==> src/rtl/serial_subtract_if.sv <==
// Operand/result bundle for the bit-serial subtractor; the master drives
// start and the operands, the slave returns status and the result.
interface serial_subtract_if #(
    parameter int unsigned WIDTH = 8
);
    logic             start;
    logic [WIDTH-1:0] a;
    logic [WIDTH-1:0] b;
    logic             bin;
    logic             busy;
    logic             done;
    logic [WIDTH-1:0] diff;
    logic             bout;
    logic             ovf;

    modport master (
        output start, a, b, bin,
        input  busy, done, diff, bout, ovf
    );

    modport slave (
        input  start, a, b, bin,
        output busy, done, diff, bout, ovf
    );
endinterface

==> src/rtl/serial_subtract.sv <==
// Bit-serial full subtractor: A - B - Bin, one bit per clock, LSB first,
// with a single borrow flip-flop chaining the bits together.
module serial_subtract #(
    parameter int unsigned WIDTH = 8
) (
    input logic             clk,
    input logic             rst,
    serial_subtract_if.slave sub
);
    localparam int unsigned CW = $clog2(WIDTH) + 1;
    localparam logic [CW-1:0] LAST = CW'(WIDTH - 1);

    localparam logic [1:0] S_IDLE = 2'd0;
    localparam logic [1:0] S_RUN  = 2'd1;
    localparam logic [1:0] S_DONE = 2'd2;

    logic [1:0]       state_q, state_d;
    logic [WIDTH-1:0] a_sr_q, a_sr_d;
    logic [WIDTH-1:0] b_sr_q, b_sr_d;
    logic [WIDTH-1:0] diff_sr_q, diff_sr_d;
    logic [WIDTH-1:0] diff_q, diff_d;
    logic [CW-1:0]    cnt_q, cnt_d;
    logic             brw_q, brw_d;
    logic             a_msb_q, a_msb_d;
    logic             b_msb_q, b_msb_d;
    logic             bout_q, bout_d;
    logic             ovf_q, ovf_d;

    logic             d_bit;
    logic             brw_nxt;
    logic [WIDTH-1:0] diff_sr_nxt;

    always_comb begin
        d_bit       = a_sr_q[0] ^ b_sr_q[0] ^ brw_q;
        brw_nxt     = (~a_sr_q[0] & b_sr_q[0]) | (~(a_sr_q[0] ^ b_sr_q[0]) & brw_q);
        diff_sr_nxt = {d_bit, diff_sr_q[WIDTH-1:1]};
    end

    always_comb begin
        state_d   = state_q;
        a_sr_d    = a_sr_q;
        b_sr_d    = b_sr_q;
        diff_sr_d = diff_sr_q;
        diff_d    = diff_q;
        cnt_d     = cnt_q;
        brw_d     = brw_q;
        a_msb_d   = a_msb_q;
        b_msb_d   = b_msb_q;
        bout_d    = bout_q;
        ovf_d     = ovf_q;

        case (state_q)
            S_IDLE: begin
                if (sub.start) begin
                    a_sr_d    = sub.a;
                    b_sr_d    = sub.b;
                    brw_d     = sub.bin;
                    a_msb_d   = sub.a[WIDTH-1];
                    b_msb_d   = sub.b[WIDTH-1];
                    diff_sr_d = '0;
                    cnt_d     = '0;
                    state_d   = S_RUN;
                end
            end
            S_RUN: begin
                a_sr_d    = a_sr_q >> 1;
                b_sr_d    = b_sr_q >> 1;
                brw_d     = brw_nxt;
                diff_sr_d = diff_sr_nxt;
                cnt_d     = cnt_q + 1'b1;
                // Result registers only move on the final bit, so they hold across a new run.
                if (cnt_q == LAST) begin
                    diff_d  = diff_sr_nxt;
                    bout_d  = brw_nxt;
                    ovf_d   = (a_msb_q ^ b_msb_q) & (d_bit ^ a_msb_q);
                    state_d = S_DONE;
                end
            end
            S_DONE: begin
                state_d = S_IDLE;
            end
            default: begin
                state_d = S_IDLE;
            end
        endcase
    end

    always_ff @(posedge clk) begin
        if (rst) begin
            state_q   <= S_IDLE;
            a_sr_q    <= '0;
            b_sr_q    <= '0;
            diff_sr_q <= '0;
            diff_q    <= '0;
            cnt_q     <= '0;
            brw_q     <= 1'b0;
            a_msb_q   <= 1'b0;
            b_msb_q   <= 1'b0;
            bout_q    <= 1'b0;
            ovf_q     <= 1'b0;
        end else begin
            state_q   <= state_d;
            a_sr_q    <= a_sr_d;
            b_sr_q    <= b_sr_d;
            diff_sr_q <= diff_sr_d;
            diff_q    <= diff_d;
            cnt_q     <= cnt_d;
            brw_q     <= brw_d;
            a_msb_q   <= a_msb_d;
            b_msb_q   <= b_msb_d;
            bout_q    <= bout_d;
            ovf_q     <= ovf_d;
        end
    end

    assign sub.busy = (state_q == S_RUN);
    assign sub.done = (state_q == S_DONE);
    assign sub.diff = diff_q;
    assign sub.bout = bout_q;
    assign sub.ovf  = ovf_q;
endmodule
==> src/flat_wrapper.sv <==
// flat-port wrapper written by rule: the top's interface ports become plain ports
module serial_subtract_flat 
#(
    parameter int unsigned WIDTH = 8
)
  (clk, rst, sub_start, sub_a, sub_b, sub_bin, sub_busy, sub_done, sub_diff, sub_bout, sub_ovf);
  serial_subtract_if #(.WIDTH(WIDTH)) sub_i ();
  input logic clk;
  input logic rst;
  input wire logic [$bits(sub_i.start)-1:0] sub_start;
  input wire logic [$bits(sub_i.a)-1:0] sub_a;
  input wire logic [$bits(sub_i.b)-1:0] sub_b;
  input wire logic [$bits(sub_i.bin)-1:0] sub_bin;
  output wire logic [$bits(sub_i.busy)-1:0] sub_busy;
  output wire logic [$bits(sub_i.done)-1:0] sub_done;
  output wire logic [$bits(sub_i.diff)-1:0] sub_diff;
  output wire logic [$bits(sub_i.bout)-1:0] sub_bout;
  output wire logic [$bits(sub_i.ovf)-1:0] sub_ovf;
  assign sub_i.start = sub_start;
  assign sub_i.a = sub_a;
  assign sub_i.b = sub_b;
  assign sub_i.bin = sub_bin;
  assign sub_busy = sub_i.busy;
  assign sub_done = sub_i.done;
  assign sub_diff = sub_i.diff;
  assign sub_bout = sub_i.bout;
  assign sub_ovf = sub_i.ovf;
  serial_subtract #(.WIDTH(WIDTH)) u_core (.clk(clk), .rst(rst), .sub(sub_i));
endmodule
==> config.mk <==
export PLATFORM = sky130hd
export DESIGN_NAME = serial_subtract_flat
export DESIGN_NICKNAME = d
export VERILOG_FILES = /design/src/rtl/serial_subtract_if.sv /design/src/rtl/serial_subtract.sv /design/src/flat_wrapper.sv
export SDC_FILE = /design/constraint.sdc
export NUM_CORES = 1
export LEC_CHECK = 0
export CAP_MARGIN = 20
export CORE_MARGIN = 4
export CORE_UTILIZATION = 30
export DETAILED_ROUTE_END_ITERATION = 8
export PLACE_DENSITY_LB_ADDON = 0.3
export SYNTH_ARGS = -nofsm -noshare
export SYNTH_HDL_FRONTEND = slang
export SYNTH_SLANG_ARGS = --single-unit
==> constraint.sdc <==
create_clock -name clk -period 2.8 [get_ports clk]
set_clock_uncertainty 0.05 [all_clocks]
set_input_delay 0.28 -clock clk [delete_from_list [all_inputs] [get_ports clk]]
set_output_delay 0.28 -clock clk [all_outputs]
set_load 0.01 [all_outputs]
== After elaboration in Yosys (flattened, before gate mapping) ==
Cells that the tools add are included.
Storage, ports and cells
  register bits after elaboration: 43
  input bits: 20
  output and inout bits: 12
  logic and storage cells: 46
Operators by class
  add/subtract/negate cells: 1
  equal/unequal tests: 5
  mux-type cells: 13
  bitwise operators: 10
  reductions and logical operators: 6
Operators with widths (number)
  $pmux W8 S2: 3
  $mux W8: 3
  $pmux W4 S2: 1
  $reduce_and A2 Y1: 4
  $add A4 B1 Y4 const B: 1
  $eq A4 B3 Y1 const B: 1
  $mux W2: 2
  $mux W4: 1
  $pmux W2 S2: 1
  $xor A1 B1 Y1: 4
  $and A1 B1 Y1: 3
  $eq A2 B1 Y1 const B: 1
  $eq A2 B2 Y1 const B: 1
  $logic_not A2 Y1: 1
  $ne A2 B1 Y1 const B: 1
  $ne A2 B2 Y1 const B: 1
  $not A1 Y1: 2
  $pmux W1 S2: 1
  $reduce_bool A2 Y1: 1
  $mux W1: 1
  $or A1 B1 Y1: 1

== Logic depth before layout (Yosys ltp) ==
  depth after elaboration: 5
  gate-level depth with buffers: 7
  mapped depth without buffers: 5

== Worst setup path after synthesis ==
No wires, ideal clock.
  path kind: register -> register
  start point: reg u_core.brw_q
  end point: reg u_core.ovf_q (netlist: u_core.sub.ovf)
  data arrival time: 1297 ps
  data required time: 2664 ps
  slack: 1367 ps
  stages on the path, launching flop included: 6
  period minus slack after synthesis: 1433 ps
  cells stage by stage: dfxtp_1 -> inv_1 -> fa_1 -> and3b_1 -> a21oi_1 -> a211oi_1
On the way
  longest elaborated chain between the ends: 3
RTL lines
  start: declaration: RTL line serial_subtract.sv:23  | logic brw_q, brw_d;
  start signal: assignment: RTL line serial_subtract.sv:108  | brw_q <= brw_d;
  $xor A1 B1 Y1: RTL line serial_subtract.sv:34  | d_bit = a_sr_q[0] ^ b_sr_q[0] ^ brw_q;
  named net u_core.d_bit: RTL line serial_subtract.sv:29  | logic d_bit;
  $xor A1 B1 Y1: RTL line serial_subtract.sv:75  | ovf_d = (a_msb_q ^ b_msb_q) & (d_bit ^ a_msb_q);
  $and A1 B1 Y1: RTL line serial_subtract.sv:75
  end signal: assignment: RTL line serial_subtract.sv:112  | ovf_q <= ovf_d;
  end: declaration: RTL line serial_subtract.sv:27  | logic ovf_q, ovf_d;
The timed path passes the listed nets, and every way through them passes these cells.
A chain may end at the register's enable or synchronous reset.

== Final worst setup path ==
  start point: reg u_core.state_q[1]
  end point: out sub_busy
On the way
  longest elaborated chain between the ends: 1
RTL lines
  start: declaration: RTL line serial_subtract.sv:17  | logic [1:0] state_q, state_d;
  start signal: assignment: RTL line serial_subtract.sv:102  | state_q <= state_d;
  $eq A2 B1 Y1: RTL line serial_subtract.sv:116  | assign sub.busy = (state_q == S_RUN);
  end: declaration: RTL line flat_wrapper.sv:14  | output wire logic [$bits(sub_i.busy)-1:0] sub_busy;
No other way between the ends.

==> reports/metrics.yaml <==
slew_headroom: 0.484
io_pins: 32
p_clk_frac: 0.327
synth_top_area_share: 0.433
worst_hold_path_type: "register to register"
cts.repair.resized: 0
cts-root-buf: "clkbuf_8"
placed_area_mm2: 0.00231
row_count: 29
cpPeakStageDelay_ns: 0.68
syn_nets: 260
ant_nets: 0
regArea_um2: 841
die_h_um: 88.5
grt_usage: 0.133
io_buffers: 31
crit_path_end_kind: "primary output"
setup_viol: 0
syn_area_mm2: 0.00194
ctsHoldBuffers: 0
drt_iter0_markers: 105
ys_async_sr_fraction: 0
min_from: "u_core.sub.diff[0]"
cts_buffer_depth: 2
synth_seq_area_share: 0.433
rsz0062_at_grt: "no"
crit_type: "register to primary output"
ys_types: 30
syn_avg_cell_area_um2: 8.16
clock.fmax_mhz: 483
rr_endpoint: "u_core.cnt_q[3]"
chipWidth_um: 88.5
ys.flop_type: "dfxtp_1"
status: "finished, final reports clean"
place_hpwl_um: 2940
cp-start-kind: "register"
clk_pin_slew_ns: 0.08
hold_viol: 0
period_minus_slack_ns: 2.07
synthTopCellsByArea: "dfxtp_1 43%, a21oi_1 11%, o221a_2 8.1%, nor2_1 7.9%, a22oi_1 3.1%"
fillers: 678
wire_per_inst_um: 13.7
routabilityCongestion: 0.730
finalNonFillerCells: 341
fin_area_mm2: 0.00240
cts_sinks: 42
leakage_nw: 0.893
tightestPinTransition_ns: 0.772
crit_fanout: 17
htree_levels: 2
hold_depth: 2
multi_input_area_um2: 931
finalMaxSlewViolations: 0
syn_inst: 238
fin_setup_tns_ns: 0
period_share: 0.739
p_sw_frac: 0.271
area_growth_syn_to_layout_pct: 23.3
dp_cells: 333
r2r_slack_ns: 1.09
cp_cell_sequence: "nand2b_4 -> inv_2 -> clkdlybuf4s50_1"
intPower_mw: 0.884
critPathArrivalTime_ns: 1.74
yosysTopAreaCell: "dfxtp_1"
first_pass_iters: 4
finalNetCount: 285
grt_max_degree: 26
grt_pass1_vias: 1716
ir_worst_vdd_v: 0.000253
layout_commonest_cell: "a21oi_1"
min_to: "u_core.sub.diff[0]"
reg2reg_depth: 5
worstReg2RegStart: "u_core.state_q[1]"
seq_power_share: 0.531
pwr-share-comb: 0.142
coreArea_mm2: 0.00631
routed_wl_um: 4660
p_sw_mw: 0.329
ys_ff_latch: 42
die_area_mm2: 0.00783
vias: 1684
grt_antenna_before_repair: 0
p_per_area_mw_per_mm2: 506
drcViolationCount: 0
cts_setup_buffers: 0
start_util: 0.308
cp.buffers_inverters: 2
cp_top_family: "flip-flops"
viasPerCell: 4.94
grt-ovfl-total: 0
synth-edff-count: 0
required_ns: 2.47
slowest_stage: "dfxtp_1"
drive_gt1_frac: 0.133
grt_pass1_wl_um: 8230
mostFrequentLayoutCells: "43 x a21oi_1, 42 x dfxtp_1, 41 x nor2_1"
cts_tree: "done"
drv_cap: 0
yosysWarnings: 0
cts_buffers: 5
worst_skew_pair.late_latency_ns: 0.30
antenna_cells: 0
## per-stage QoR
stage / setup WS [ns] / util / total power, mW / hold WS, ns
6_report: 0.731 / 0.380 / 1.21 / 0.433
5_1_grt: 0.590 / 0.380 / 1.28 / 0.456
4_1_cts: 0.692 / 0.380 / 1.23 / 0.434
3_5_place_dp: 0.908 / 0.365 / 0.830 / 0.419
3_3_place_gp: 0.941 / 0.365 / 0.828 / 0.413
2_1_floorplan: 1.37 / - / 0.770 / 0.377
## power groups by stage
stage               registers, mW  logic [mW]  clock network [mW]
floorplan                   0.653       0.116                   0
global placement            0.657       0.171                   0
detailed placement          0.658       0.172                   0
CTS                         0.644       0.174               0.412
global route                0.648       0.197               0.436
finish                      0.644       0.173               0.397
## metal layers
metal	track usage	wire, µm	vias up	share of wire
met4	0.0371	57	0	0.012
li1	-	-	880	-
met3	0.0326	270	7	0.058
met5	0	0	-	0
met2	0.199	1920	36	0.41
met1	0.191	2410	761	0.52
## worst max path at each step
stage | slack (ns) | from | cells past startpoint | endpoint
after floorplan | 1.37 | u_core.brw_q | 5 | u_core.sub.ovf
after global placement | 0.94 | rst | 3 | u_core.state_q[1]
after detailed placement | 0.91 | rst | 3 | u_core.state_q[1]
after CTS | 0.69 | u_core.state_q[1] | 3 | sub_busy
after global routing | 0.59 | u_core.state_q[1] | 2 | sub_done
final | 0.73 | u_core.state_q[1] | 3 | sub_busy
## kinds of logic after synthesis
| family | after synthesis | synth area share |
|---|---|---|
| mux | 3 | 0.0155 |
| simple gates | 71 | 0.172 |
| compound gates | 82 | 0.275 |
| flops | 42 | 0.433 |
| fa+ha+maj | 2 | 0.0167 |
| buf+inv | 38 | 0.0882 |
## synthesized netlist by cell type, types with 3 or more instances
master    instances
a21oi_1          43
dfxtp_1          42
nor2_1           41
inv_1            15
o221a_2          14
clkbuf_1         11
nand3_1          10
o21ai_0           9
a22oi_1           8
buf_2             8
nand2_1           5
nor2b_1           5
a211oi_1          4
mux2i_1           3
## flip-flops by register name, indices dropped and copies added, names as in the netlist
signal and flops:
u_core.state_q 2, u_core.diff_sr_q 7, u_core.cnt_q 4, u_core.b_sr_q 8, u_core.sub.diff 8, u_core.a_msb_q 1
u_core.a_sr_q 8, u_core.sub.bout 1, u_core.sub.ovf 1, u_core.brw_q 1, u_core.b_msb_q 1
## worst reg2reg max path: cells and delay by family (launching register included)
family          cells  cell delay [ns]
buf+inv             2             0.56
simple gates        1             0.07
flops               1             0.68
compound gates      2             0.27
## area by class of cell
cell class | count | share of cell area
inverters | 16 | 0.0251
clock buffers | 5 | 0.0287
clock inverters | 3 | 0.00888
flip-flops and latches | 42 | 0.351
repair buffers | 40 | 0.158
multi-input cells | 158 | 0.389
well taps | 77 | 0.0402
Power figures use the tool's default switching activity.
